## src/rtl/pio_edge_irq_gen2.sv

```systemverilog
// Avalon-MM input PIO: synchroniser, edge select, W1C capture, masked IRQ.
// Define PIO_EDGE_DEBOUNCE_EN to add the per-bit debounce filter.
module pio_edge_irq_gen2 #(
  parameter int WIDTH       = 8,
  parameter int SYNC_STAGES = 2,
  parameter int DB_CNT_W    = 16,
  parameter int DB_RESET    = 1000
) (
  input  logic             clk,
  input  logic             reset,
  input  logic [2:0]       address,
  input  logic             chipselect,
  input  logic             write_n,
  input  logic [31:0]      writedata,
  input  logic [WIDTH-1:0] in_port,
  output logic             irq,
  output logic [31:0]      readdata
);

  localparam logic [2:0] A_DATA = 3'd0;
  localparam logic [2:0] A_MASK = 3'd2;
  localparam logic [2:0] A_CAP  = 3'd3;
  localparam logic [2:0] A_RISE = 3'd4;
  localparam logic [2:0] A_FALL = 3'd5;
  localparam logic [2:0] A_DB   = 3'd6;

  logic             wr;
  logic [WIDTH-1:0] wd;
  logic [WIDTH-1:0] sync_q [SYNC_STAGES];
  logic [WIDTH-1:0] s;
  logic [WIDTH-1:0] f;
  logic [WIDTH-1:0] f_d;
  logic [WIDTH-1:0] ev;
  logic [WIDTH-1:0] clr;
  logic [WIDTH-1:0] cap;
  logic [WIDTH-1:0] mask;
  logic [WIDTH-1:0] rise_en;
  logic [WIDTH-1:0] fall_en;
  logic [31:0]      db_rd;
  logic [31:0]      rd_mux;
  logic             unused_wdata;

  assign wr  = chipselect & ~write_n;
  assign wd  = writedata[WIDTH-1:0];
  assign s   = sync_q[SYNC_STAGES-1];
  assign unused_wdata = ^writedata;

  always_ff @(posedge clk) begin
    if (reset) begin
      for (int i = 0; i < SYNC_STAGES; i++)
        sync_q[i] <= '0;
    end else begin
      sync_q[0] <= in_port;
      for (int i = 1; i < SYNC_STAGES; i++)
        sync_q[i] <= sync_q[i-1];
    end
  end

`ifdef PIO_EDGE_DEBOUNCE_EN
  logic [DB_CNT_W-1:0] db_period;
  logic [DB_CNT_W-1:0] cnt [WIDTH];

  assign db_rd = 32'(db_period);

  always_ff @(posedge clk) begin
    if (reset)
      db_period <= DB_CNT_W'(DB_RESET);
    else if (wr && address == A_DB)
      db_period <= writedata[DB_CNT_W-1:0];
  end

  // >= compare so a shrunk period never leaves a counter stranded
  always_ff @(posedge clk) begin
    if (reset) begin
      f <= '0;
      for (int i = 0; i < WIDTH; i++)
        cnt[i] <= '0;
    end else begin
      for (int i = 0; i < WIDTH; i++) begin
        if (s[i] == f[i]) begin
          cnt[i] <= '0;
        end else if (cnt[i] >= db_period) begin
          f[i]   <= s[i];
          cnt[i] <= '0;
        end else begin
          cnt[i] <= cnt[i] + DB_CNT_W'(1);
        end
      end
    end
  end
`else
  assign f     = s;
  assign db_rd = '0;
`endif

  assign ev  = (rise_en & f & ~f_d) | (fall_en & ~f & f_d);
  assign clr = (wr && address == A_CAP) ? wd : '0;
  assign irq = |(cap & mask);

  always_comb begin
    rd_mux = '0;
    unique case (address)
      A_DATA:  rd_mux[WIDTH-1:0] = f;
      A_MASK:  rd_mux[WIDTH-1:0] = mask;
      A_CAP:   rd_mux[WIDTH-1:0] = cap;
      A_RISE:  rd_mux[WIDTH-1:0] = rise_en;
      A_FALL:  rd_mux[WIDTH-1:0] = fall_en;
      A_DB:    rd_mux = db_rd;
      default: rd_mux = '0;
    endcase
  end

  always_ff @(posedge clk) begin
    if (reset) begin
      f_d      <= '0;
      cap      <= '0;
      mask     <= '0;
      rise_en  <= '1;
      fall_en  <= '0;
      readdata <= '0;
    end else begin
      f_d      <= f;
      readdata <= rd_mux;
      // a new event beats a same-cycle clear
      cap      <= (cap & ~clr) | ev;
      if (wr) begin
        unique case (1'b1)
          address == A_MASK: mask    <= wd;
          address == A_RISE: rise_en <= wd;
          address == A_FALL: fall_en <= wd;
          default: ;
        endcase
      end
    end
  end

endmodule

```

## config.mk

```make
export PLATFORM = sky130hd
export DESIGN_NAME = pio_edge_irq_gen2
export DESIGN_NICKNAME = d
export VERILOG_FILES = /design/src/rtl/pio_edge_irq_gen2.sv
export SDC_FILE = /design/constraint.sdc
export NUM_CORES = 1
export LEC_CHECK = 0
export CAP_MARGIN = 0
export CORE_UTILIZATION = 51
export CTS_CLUSTER_SIZE = 30
export DETAILED_ROUTE_END_ITERATION = 16
export GPL_ROUTABILITY_DRIVEN = 0
export PLACE_DENSITY = 0.88
export SKIP_LAST_GASP = 1
export SLEW_MARGIN = 20
export SYNTH_ARGS = -nofsm -noshare
export SYNTH_HDL_FRONTEND = slang
export SYNTH_SLANG_ARGS = --single-unit
```

## constraint.sdc

```tcl
create_clock -name clk -period 1.5 [get_ports clk]
set_input_delay 0.15 -clock clk [delete_from_list [all_inputs] [get_ports clk]]
set_output_delay 0.15 -clock clk [all_outputs]
set_load 0.01 [all_outputs]
```

==> flow_metrics.py <==
metrics = {
    "logic_synthesis": {
        "synth_edf_count": 0,
        "syn_inst": 291,
        "synthDistinctLibCells": 33,
        "syn_avg_cell_area_um2": 9.584,
        "yosys_warnings": 0,
        "synth_area_um2": 2789,
        "yosys_register_bits": 64,
        "synth_flop_cell": "dfxtp_1",
        "async_reset_ff_share_pct": 0,
        "ys_seq_area_share_pct": 45.94,
        "yosys-top-cells-area": "dfxtp_1 (46%), buf_4 (7.0%), nor2b_1 (5.6%), a22oi_1 (4.8%), a21oi_1 (4.3%)",
        "yosys.area.top_type": "dfxtp_1",
        "yosys.area.top_type_share_pct": 45.94,
    },
    "power_and_ir_drop": {
        "powerDensity_nw_per_um2": 1096,
        "fin_total_pwr_uw": 3760,
        "vdd.ir_drop.worst_v": 0.0005038,
        "leakagePower_uw": 0.001287,
    },
    "global_routing": {
        "grt_pass1_wl_um": 10980,
        "track_usage_pct": 24.83,
        "grt_pass1_vias": 2269,
        "grt_max_degree": 31,
        "grt-ovfl-total": 0,
        "antenna_found_initial": 0,
    },
    "hold_path": {
        "hold_start": "reset",
        "hold_path.class": "input port to flop",
    },
    "sta": {
        "setup_slack_ps": 127.4,
        "report.final.hold_viol_count": 0,
        "finalSetupViolations": 0,
        "maxSlewViolCount": 0,
        "period_share_pct": 91.50,
        "rsz0062_at_grt": "false",
        "finClkSkew_ps": 4.663,
        "hold-worst-slack_ps": 265.9,
        "min_period_ps": 1373,
        "fmax_ghz": 0.7286,
    },
    "detailed_routing": {
        "drt_pass1_iterations": 7,
        "ant_nets": 0,
        "vias": 2369,
        "avgViaCountPerCell": 5.736,
        "route.detailed.drc": 0,
        "wl_um": 6721,
        "routedWlPerCell_um": 16.27,
        "drt-initial-drc-count": 287,
    },
    "floorplan": {
        "die_h_um": 75.95,
        "start_util_pct": 53.92,
        "die_area_um2": 5768,
        "coreArea_um2": 5172,
        "pin_count": 80,
        "core.rowCount": 26,
        "die_w_um": 75.95,
    },
    "cts": {
        "postCtsHoldBufs": 0,
        "cts_root_buf": "clkbuf_8",
        "numCtsBuffers": 9,
        "postCtsSetupBuffers": 0,
        "clkLatencyLatePin_ps": 340,
        "cts_max_level": 3,
        "clkTransAtPathRegs_ps": 70,
        "cts.path.max_buffers": 2,
        "cts_sinks": 64,
        "cts_tree": "done",
    },
    "worst_setup_path": {
        "critical_path_peak_fanout": 1,
        "cp_cell_sequence": "clkdlybuf4s50_1",
        "path_class": "flop to output port",
        "cp-startpoint": "readdata[0]",
        "crit_buf_inv": 1,
        "r2r_start": "sync_q[0][14]",
        "cp_slowest_cell": "clkdlybuf4s50_1",
        "critical-path-top-delay-family": "buffers and inverters",
        "critical_path.max_stage_delay_ps": 540,
        "crit_required_ps": 1350,
        "endpoint_kind": "output port",
        "cp-start-kind": "flop",
        "cp.arrival_ps": 1220,
    },
    "finish": {
        "layout_common_cells": "dfxtp_1 (64), clkdlybuf4s50_1 (29), nor2b_1 (25)",
        "diodes": 0,
        "final_common_cell": "dfxtp_1",
        "fillers": 399,
        "layout-drive-gt1-share_pct": 18.08,
        "layout.nets": 385,
        "syn_to_final_growth_pct": 23.06,
    },
    "placed_design": {
        "place_ws_ps": -182.1,
        "port_buffers": 31,
        "hpwl_um": 4566,
    },
    "outcome": {
        "status": "completed",
    },
    "job": {
        "cap_viol_max_count": 0,
    },
}
## cell type report
cell class              instances  area [µm²]  area share, %
multi-input cells             195        1285          37.44
flip-flops and latches         64        1281          37.33
repair buffers                 57       520.5          15.17
clock buffers                  12       165.2          4.812
well taps                      70       87.58          2.552
clock inverters                 4       51.30          1.495
inverters                      11       41.29          1.203
## power by group
group | switching [µW] | internal [µW] | total (µW)
Sequential | 36.2 | 1750 | 1790
Clock | 674 | 903 | 1580
Combinational | 208 | 184 | 392
Total | 919 | 2840 | 3760
## state kept, by name (all words and copies together) (netlist names)
name and cells:
fall_en 8, rise_en 8, mask 8, sync_q 16
cap 8, f_d 8, readdata 8
## cell families (layout without fill, tap and decap cells)
logic type	Yosys count	count (layout)	share of synthesized area [%]
and+or+nand+nor	69	69	17.18
muxes	8	8	3.230
buffers and inverters	55	84	11.80
DFF	64	64	45.94
other	1	24	0.1345
AOI/OAI and AO/OA	94	94	21.71
## stage by stage
| step | TNS [ps] | cell area (µm²) | std cells | util (%) |
|---|---|---|---|---|
| global placement | -1895 | 3201 | 397 | 61.88 |
| CTS | 0 | 3422 | 413 | 66.16 |
| finish | 0 | 3432 | 413 | 66.35 |
| detailed placement | -3580 | 3201 | 397 | 61.88 |
| global route | 0 | 3432 | 413 | 66.35 |
| floorplan | 0 | 2875 | 314 | - |
## what timing repair did
action                     in CTS  in global routing
setup endpoints to repair       1                  1
gates resized for setup         3                  4
hold endpoints to repair        0                  0
## routing by layer
layer	vias to the layer above	part of all wire (%)	track usage (%)
li1	1099	-	-
met5	-	0	0
met1	1087	38	28.91
met3	27	9.9	6.627
met4	0	3.2	14.23
met2	156	49	41.18
## cell usage after synthesis, drive strengths merged (2+ instances only)
cell type and count:
a21oi 24, a22oi 18, a31oi 9, and3b 2, buf 35, clkbuf 9, dfxtp 64, inv 11
mux2 8, nand3 16, nand3b 17, nor2b 25, o21ai 25, o311ai 8, o31ai 8
## final timing paths
check,to,slack [ps],depth (start not counted)
worst max register to register,readdata[6],490,3
worst max-delay path,readdata[0],130,1
worst min-delay path,rise_en[6],270,3
worst min register to register,sync_q[0][9],440,1
(Power assumes the default switching activity.)
